**src/rtl/qpsk_pkg.sv**
```systemverilog
// ---------------------------------------------------------------------------
// qpsk_pkg
// Shared types for the QPSK symbol sequencer:
//   fsm_state_t  - output FSM (idle / holding a symbol)
//   coll_state_t - dibit collector (no half pair / I bit captured)
//   SPS_W_DEF    - default width of the samples-per-symbol input
// ---------------------------------------------------------------------------
package qpsk_pkg;

  localparam int SPS_W_DEF = 8;

  typedef enum logic {
    S_IDLE = 1'b0,
    S_HOLD = 1'b1
  } fsm_state_t;

  typedef enum logic {
    C_EMPTY = 1'b0,
    C_HALF  = 1'b1
  } coll_state_t;

endpackage : qpsk_pkg

```
**src/rtl/qpsk_dibit_collector.sv**
```systemverilog
// ---------------------------------------------------------------------------
// qpsk_dibit_collector
// Pairs a serial bit stream into dibits. The first bit of a pair is parked in
// a half register (I), the second completes the pair into the pending
// register (I,Q) which the output FSM consumes on a load.
//
// Ports:
//   clk        in   system clock, rising edge
//   reset_n    in   asynchronous active-low reset
//   i_enable   in   allows new bits to be accepted
//   i_flush    in   synchronous clear of half and pending registers
//   i_data     in   serial data bit
//   i_valid    in   i_data is valid
//   i_consume  in   output FSM is loading the pending pair this cycle
//   o_ready    out  bit accepted this cycle when i_valid is high
//   o_pend_full out pending pair present
//   o_pend_i   out  pending in-phase bit
//   o_pend_q   out  pending quadrature bit
// ---------------------------------------------------------------------------
module qpsk_dibit_collector
  import qpsk_pkg::*;
(
  input  logic clk,
  input  logic reset_n,
  input  logic i_enable,
  input  logic i_flush,
  input  logic i_data,
  input  logic i_valid,
  input  logic i_consume,
  output logic o_ready,
  output logic o_pend_full,
  output logic o_pend_i,
  output logic o_pend_q
);

  coll_state_t r_state, w_state_nxt;
  logic        r_half_i, w_half_i_nxt;
  logic        r_pend_i, w_pend_i_nxt;
  logic        r_pend_q, w_pend_q_nxt;
  logic        r_pend_full, w_pend_full_nxt;
  logic        w_half_full;
  logic        w_accept;

  assign w_half_full = (r_state == C_HALF);

  // An I bit may still be taken while a full pair waits; only a second
  // pending pair has nowhere to go.
  assign o_ready  = i_enable & ~i_flush & ~(r_pend_full & w_half_full);
  assign w_accept = i_valid & o_ready;

  always_ff @(posedge clk or negedge reset_n) begin
    if (!reset_n) begin
      r_state     <= C_EMPTY;
      r_half_i    <= 1'b0;
      r_pend_i    <= 1'b0;
      r_pend_q    <= 1'b0;
      r_pend_full <= 1'b0;
    end else begin
      r_state     <= w_state_nxt;
      r_half_i    <= w_half_i_nxt;
      r_pend_i    <= w_pend_i_nxt;
      r_pend_q    <= w_pend_q_nxt;
      r_pend_full <= w_pend_full_nxt;
    end
  end

  always_comb begin
    w_state_nxt     = r_state;
    w_half_i_nxt    = r_half_i;
    w_pend_i_nxt    = r_pend_i;
    w_pend_q_nxt    = r_pend_q;
    w_pend_full_nxt = r_pend_full;

    // A consume reads the pending pair this cycle, so clearing it here is
    // also what lets a load win over a simultaneous flush.
    if (i_consume) begin
      w_pend_full_nxt = 1'b0;
    end

    if (i_flush) begin
      w_state_nxt     = C_EMPTY;
      w_pend_full_nxt = 1'b0;
    end else if (w_accept) begin
      case (r_state)
        C_EMPTY: begin
          w_half_i_nxt = i_data;
          w_state_nxt  = C_HALF;
        end
        C_HALF: begin
          // Only reachable with the pending register free (see o_ready).
          w_pend_i_nxt    = r_half_i;
          w_pend_q_nxt    = i_data;
          w_pend_full_nxt = 1'b1;
          w_state_nxt     = C_EMPTY;
        end
        default: w_state_nxt = C_EMPTY;
      endcase
    end
  end

  assign o_pend_full = r_pend_full;
  assign o_pend_i    = r_pend_i;
  assign o_pend_q    = r_pend_q;

endmodule : qpsk_dibit_collector

```
**src/rtl/qpsk_symbol_sequencer.sv**
```systemverilog
// ---------------------------------------------------------------------------
// qpsk_symbol_sequencer
// Symbol-rate source for the QPSK bit splitter. Collects serial bits into
// I/Q dibits and holds each symbol for max(sps,1) clock cycles, pulsing
// sym_strobe at every symbol start and underrun when a symbol ends with no
// dibit ready.
//
// Ports:
//   clk         in   system clock, rising edge
//   reset_n     in   asynchronous active-low reset
//   enable      in   allows new bits to be accepted
//   flush       in   synchronous clear of buffered, not-yet-output bits
//   sps         in   clock cycles per symbol (0 behaves as 1)
//   bit_in      in   serial data bit
//   bit_valid   in   bit_in is valid
//   bit_ready   out  bit_in accepted this cycle when bit_valid is high
//   i_bit       out  in-phase bit of the current symbol
//   q_bit       out  quadrature bit of the current symbol
//   sym_strobe  out  one-cycle pulse with each new i_bit/q_bit
//   sym_active  out  a symbol is being held
//   underrun    out  one-cycle pulse when a symbol ends with nothing pending
// ---------------------------------------------------------------------------
module qpsk_symbol_sequencer
  import qpsk_pkg::*;
#(
  parameter int SPS_W = SPS_W_DEF
) (
  input  logic             clk,
  input  logic             reset_n,
  input  logic             enable,
  input  logic             flush,
  input  logic [SPS_W-1:0] sps,
  input  logic             bit_in,
  input  logic             bit_valid,
  output logic             bit_ready,
  output logic             i_bit,
  output logic             q_bit,
  output logic             sym_strobe,
  output logic             sym_active,
  output logic             underrun
);

  // Hold count reload value: max(s,1)-1, so the symbol lasts max(s,1) cycles.
  function automatic logic [SPS_W-1:0] hold_reload(input logic [SPS_W-1:0] s);
    return (s == '0) ? '0 : (s - SPS_W'(1));
  endfunction

  logic             w_pend_full;
  logic             w_pend_i;
  logic             w_pend_q;
  logic             w_load;

  fsm_state_t       r_state, w_state_nxt;
  logic [SPS_W-1:0] r_cnt, w_cnt_nxt;
  logic             r_i_bit, w_i_bit_nxt;
  logic             r_q_bit, w_q_bit_nxt;
  logic             r_strobe, w_strobe_nxt;
  logic             r_active, w_active_nxt;
  logic             r_underrun, w_underrun_nxt;

  qpsk_dibit_collector u_collector (
    .clk         (clk),
    .reset_n     (reset_n),
    .i_enable    (enable),
    .i_flush     (flush),
    .i_data      (bit_in),
    .i_valid     (bit_valid),
    .i_consume   (w_load),
    .o_ready     (bit_ready),
    .o_pend_full (w_pend_full),
    .o_pend_i    (w_pend_i),
    .o_pend_q    (w_pend_q)
  );

  // A new symbol starts either from idle or exactly as the current one ends.
  assign w_load = w_pend_full &
                  ((r_state == S_IDLE) || ((r_state == S_HOLD) && (r_cnt == '0)));

  always_ff @(posedge clk or negedge reset_n) begin
    if (!reset_n) begin
      r_state    <= S_IDLE;
      r_cnt      <= '0;
      r_i_bit    <= 1'b0;
      r_q_bit    <= 1'b0;
      r_strobe   <= 1'b0;
      r_active   <= 1'b0;
      r_underrun <= 1'b0;
    end else begin
      r_state    <= w_state_nxt;
      r_cnt      <= w_cnt_nxt;
      r_i_bit    <= w_i_bit_nxt;
      r_q_bit    <= w_q_bit_nxt;
      r_strobe   <= w_strobe_nxt;
      r_active   <= w_active_nxt;
      r_underrun <= w_underrun_nxt;
    end
  end

  always_comb begin
    w_state_nxt    = r_state;
    w_cnt_nxt      = r_cnt;
    w_i_bit_nxt    = r_i_bit;
    w_q_bit_nxt    = r_q_bit;
    w_active_nxt   = r_active;
    w_strobe_nxt   = 1'b0;
    w_underrun_nxt = 1'b0;

    if (w_load) begin
      // sps is sampled only here, so a mid-symbol change waits a symbol.
      w_i_bit_nxt  = w_pend_i;
      w_q_bit_nxt  = w_pend_q;
      w_strobe_nxt = 1'b1;
      w_active_nxt = 1'b1;
      w_cnt_nxt    = hold_reload(sps);
      w_state_nxt  = S_HOLD;
    end else if (r_state == S_HOLD) begin
      if (r_cnt != '0) begin
        w_cnt_nxt = r_cnt - SPS_W'(1);
      end else begin
        w_underrun_nxt = 1'b1;
        w_i_bit_nxt    = 1'b0;
        w_q_bit_nxt    = 1'b0;
        w_active_nxt   = 1'b0;
        w_state_nxt    = S_IDLE;
      end
    end
  end

  assign i_bit      = r_i_bit;
  assign q_bit      = r_q_bit;
  assign sym_strobe = r_strobe;
  assign sym_active = r_active;
  assign underrun   = r_underrun;

endmodule : qpsk_symbol_sequencer

```
**config.mk**
```make
export PLATFORM = sky130hd
export DESIGN_NAME = qpsk_symbol_sequencer
export DESIGN_NICKNAME = d
export VERILOG_FILES = /design/src/rtl/qpsk_pkg.sv /design/src/rtl/qpsk_dibit_collector.sv /design/src/rtl/qpsk_symbol_sequencer.sv
export SDC_FILE = /design/constraint.sdc
export NUM_CORES = 1
export LEC_CHECK = 0
export ABC_CLOCK_PERIOD_IN_PS = 3500
export BUFFER_PORTS_ARGS = -buffer_cell sky130_fd_sc_hd__buf_2
export CORE_UTILIZATION = 45
export CTS_CLUSTER_DIAMETER = 40
export DETAILED_ROUTE_END_ITERATION = 10
export GPL_TIMING_DRIVEN = 0
export PLACE_DENSITY = 0.71
export SLEW_MARGIN = 20
export SYNTH_ARGS = -nofsm -noshare
export SYNTH_HDL_FRONTEND = slang
export SYNTH_HIERARCHICAL = 1
export SYNTH_SLANG_ARGS = --single-unit
```
**constraint.sdc**
```tcl
create_clock -name clk -period 3.5 [get_ports clk]
set_input_delay 0.175 -clock clk [delete_from_list [all_inputs] [get_ports clk]]
set_output_delay 0.175 -clock clk [all_outputs]
set_load 0.01 [all_outputs]
```
## Yosys cells after proc, flatten, opt, wreduce, memory -nomap -nowiden

Cells that the tools add are included.

- Bits in registers: 19
- Input bits: 14
- Output and inout port bits: 6
- Word-level logic and storage cells: 59

- Add/sub/neg operators: 2
- Equality and inequality tests: 1
- Muxes and demuxes: 23
- Bitwise gates (word level): 9
- Reductions and logical operators: 12

Operators by type and width:

| operator | number |
|---|---|
| $mux W8 | 4 |
| $mux W1 | 18 |
| $logic_not A8 Y1 | 2 |
| $sub A8 B1 Y8 const B | 2 |
| $reduce_bool A8 Y1 | 1 |
| $reduce_and A3 Y1 | 2 |
| $reduce_bool A2 Y1 | 3 |
| $and A1 B1 Y1 | 5 |
| $not A1 Y1 | 4 |
| $reduce_and A2 Y1 | 2 |
| $ne A2 B1 Y1 const B | 1 |
| $pmux W1 S2 | 1 |
| $logic_and A1 B1 Y1 | 1 |
| $logic_or A1 B1 Y1 | 1 |

## Logic depth before layout (Yosys ltp)

- Depth after elaboration: 8
- Gate-level depth with buffers: 7
- Gate-level depth less buffers: 7

## By module

The synthesis kept the hierarchy.

Modules (own cells, without submodules):

| module | instances | cells each | area an instance (um2) | seq. area each (um2) |
|---|---|---|---|---|
| qpsk_symbol_sequencer | 1 | 97 | 908.4 | 350.3 |
| qpsk_dibit_collector | 1 | 18 | 252.7 | 125.1 |

## Least setup slack after synthesis

No wires, ideal clock.

- Path type: flip-flop to flip-flop
- Start: register r_cnt[0]
- End: register r_cnt[6]
- Setup time: 90 ps
- Arrival: 1,756 ps
- Data required time: 3,410 ps
- Slack: 1,653 ps
- Stages on the path, launching flop included: 7
- Buffers on the path: 0
- Clock period less this slack: 1,847 ps
- Cells stage by stage: dfrtp_1 -> inv_1 -> ha_1 -> or3b_2 -> o21ai_4 -> nand3_1 -> o221ai_1

- Word-level cells in the longest chain between the ends: 6
- Elaborated cells on any way between the ends: 12
- Those cells by class: add/sub: 1; mux: 3; bitwise: 1; reduce/logical: 7

RTL lines:

| element | RTL line | RTL |
|---|---|---|
| start: declaration | qpsk_symbol_sequencer.sv:54 | `logic [SPS_W-1:0] r_cnt, w_cnt_nxt;` |
| start signal: assignment | qpsk_symbol_sequencer.sv:90 | `r_cnt <= w_cnt_nxt;` |
| branches (longest 6 deep; another with $sub A8 B1 Y8) | n/a |  |

Parallel ways; which one is timed is not known. The select of a mux whose other input is x is not followed.
A chain may end at the register's enable or synchronous reset.

## Worst setup path after layout

Same ends and word-level chain as after synthesis.

==> reports/metrics.yaml <==
yosys.area.top_type_share_pct: 40.9
ys_warn_count: 6
grt_max_degree: 20
finalSetupTns_ns: 0
ys_seq_area_share_pct: 40.9
power_density_nw_per_um2: 658
grt_pass1_vias: 914
worstReg2RegStart: "r_cnt[0]$_DFFE_PN0P_"
via_per_inst: 5.96
cts_tree: "yes"
pin_count: 20
start_kind: "flop"
fin_crit_ns: 2.15
post-route-period-util_pct: 61.5
violations: "design-rule violations"
synth.most_common_cell: "dfrtp_1"
coreArea_sq_um: 2450
synthCells: 115
hold_end: "u_collector/r_state$_DFFE_PN0P_"
outcome: "complete, but fails checks"
wl_per_cell_microns: 14.7
syn-num-nets: 133
grt_first_pass_wirelength_microns: 3910
area_growth_pct: 14.7
synth_area_leaders: "dfrtp_1 41%, ha_1 4.3%, o221ai_1 3.8%, mux2i_1 2.6%, mux2_4 2.6%"
placed_cell_area_sq_um: 1290
port_buffers: 19
synth-edff-count: 0
rows: 18
hold_depth: 2
power_uw: 876
largest_reg_flops: 8
ys.flop_type: "dfrtp_1"
reg2reg_slack_ns: 1.35
reg2reg_to: "r_cnt[6]$_DFFE_PN0P_"
synth_cell_types: 40
yosysTopAreaCell: "dfrtp_1"
cts_max_path_buffers: 2
end_kind: "flop"
drt_iter0_drc: 31
r2r_cells: 6
antenna_cells: 0
fillCellCount: 225
hp-class: "in2reg"
ir_drop_uv: 346
cts.htree.levels: 1
netlist_area_sq_um: 1160
p_leak_nw: 0.597
ant_nets: 0
post_cts_buffers: 0
place_congestion: 0.798
grt-ovfl-total: 0
hpwl_microns: 1880
grtUsageTotal_pct: 19.7
top_register: "r_cnt"
drt_wl_total_microns: 2480
fin_nets: 158
die_h_microns: 52.8
grt_antenna_before_repair: 0
clk_pin_slew_ns: 0.11
initial_core_util_pct: 47.3
drive_gt1_share_pct: 25.2
drc_errors: 2
worstMarginPinSlew_ns: 0.682
clk_latency_ns: 0.31
synth.avg_cell_area_sq_um: 10.1
arrival_ns: 2.37
vias: 1008
clock_skew_ns: 0.00786
cts.sink_count: 19
hold_slack_ns: 0.0452
numCtsBuffers: 3
slew_headroom_pct: 54.5
worstPathMaxFanout: 8
ctsRootBufferMaster: "clkbuf_4"
maxSlewViolCount: 0
dr.pass1.iters: 7
path_class: "reg2reg"
setup_violations: 0
die_area_sq_um: 2790
required_ns: 3.72
synth.cells.most_frequent: "19 x dfrtp_1, 7 x inv_1, 7 x nor2_1"
max_freq_mhz: 464
async_flop_share_pct: 100
maxCapViolCount: 0
final_cell_area_sq_um: 1330
worstHoldStart: "flush"
chipWidth_microns: 52.8
ys_ff_latch: 19
rsz0062_at_grt: "no"
final_util_pct: 54.2
finalHoldViolCount: 0
## power by group
part           switching, mW  internal [mW]
combinational          0.213          0.182
clock                 0.0703         0.0427
sequential            0.0765          0.292
total                  0.360          0.516
## routing by layer
metal	vias up	global-route usage, %	share of wire (%)
met5	-	0	0
met4	0	8.33	1.3
met3	5	3.48	5.3
met2	32	33.1	50
met1	492	24.5	44
li1	479	-	-
## layout make-up
type                       count  area (sq um)  share of cell area [%]
sequential                    19           475                    35.7
tap                           30          37.5                    2.82
buffer                         3          11.3                   0.846
multi-input combinational     86           648                    48.7
clock buffer                   3          22.5                    1.69
inverter                       7          26.3                    1.97
clock inverter                 1          5.00                   0.376
timing repair buffer          20           105                    7.89
## worst max path at each step
stage	to	startpoint	cells past startpoint	slack (ns)
finish	r_cnt[6]$_DFFE_PN0P_	r_cnt[0]$_DFFE_PN0P_	6	1.35
global placement	r_cnt[6]$_DFFE_PN0P_	r_cnt[0]$_DFFE_PN0P_	6	1.43
CTS	r_cnt[6]$_DFFE_PN0P_	r_cnt[0]$_DFFE_PN0P_	6	1.38
global route	r_cnt[6]$_DFFE_PN0P_	r_cnt[0]$_DFFE_PN0P_	6	1.22
detailed placement	r_cnt[6]$_DFFE_PN0P_	r_cnt[0]$_DFFE_PN0P_	6	1.40
floorplan	r_cnt[6]$_DFFE_PN0P_	r_cnt[0]$_DFFE_PN0P_	6	1.65
## repair_timing
action / 4_1_cts / 5_1_grt
endpoints found under the hold margin: 19 / 0
hold buffers: 1 / 0
resized for setup: 0 / 0
## worst max-delay path, stage by stage (launching register included)
cell and delay, ns:
dfrtp_1 0.42, inv_1 0.09, ha_1 0.21, or3b_2 0.53, o21ai_4 0.22, nand3_1 0.31
o221ai_1 0.29
## cells by family after synthesis
logic type               synth area share [%]
AO/OA/AOI/OAI                            19.3
multiplexers                             6.14
adder cells (fa/ha/maj)                  4.31
AND/OR/NAND/NOR                          21.6
XOR/XNOR                                 4.53
buffers and inverters                    3.23
flip-flops                               40.9
## layout by cell type, fill, tap and decap left out, types with 4 or more instances in the layout
| cell | n |
|---|---|
| dfrtp_1 | 19 |
| nand3_1 | 5 |
| nand2_1 | 6 |
| nor2_1 | 7 |
| ha_1 | 4 |
| buf_2 | 19 |
| o221ai_1 | 5 |
| nor3_1 | 5 |
| inv_1 | 7 |
| a21oi_1 | 5 |
| o21ai_0 | 5 |
## metrics by stage
stage | std cells | setup WS (ns)
floorplan | 115 | 1.65
global placement | 164 | 1.43
detailed placement | 164 | 1.40
CTS | 169 | 1.38
global route | 169 | 1.22
finish | 169 | 1.35
(Power assumes the default switching activity.)
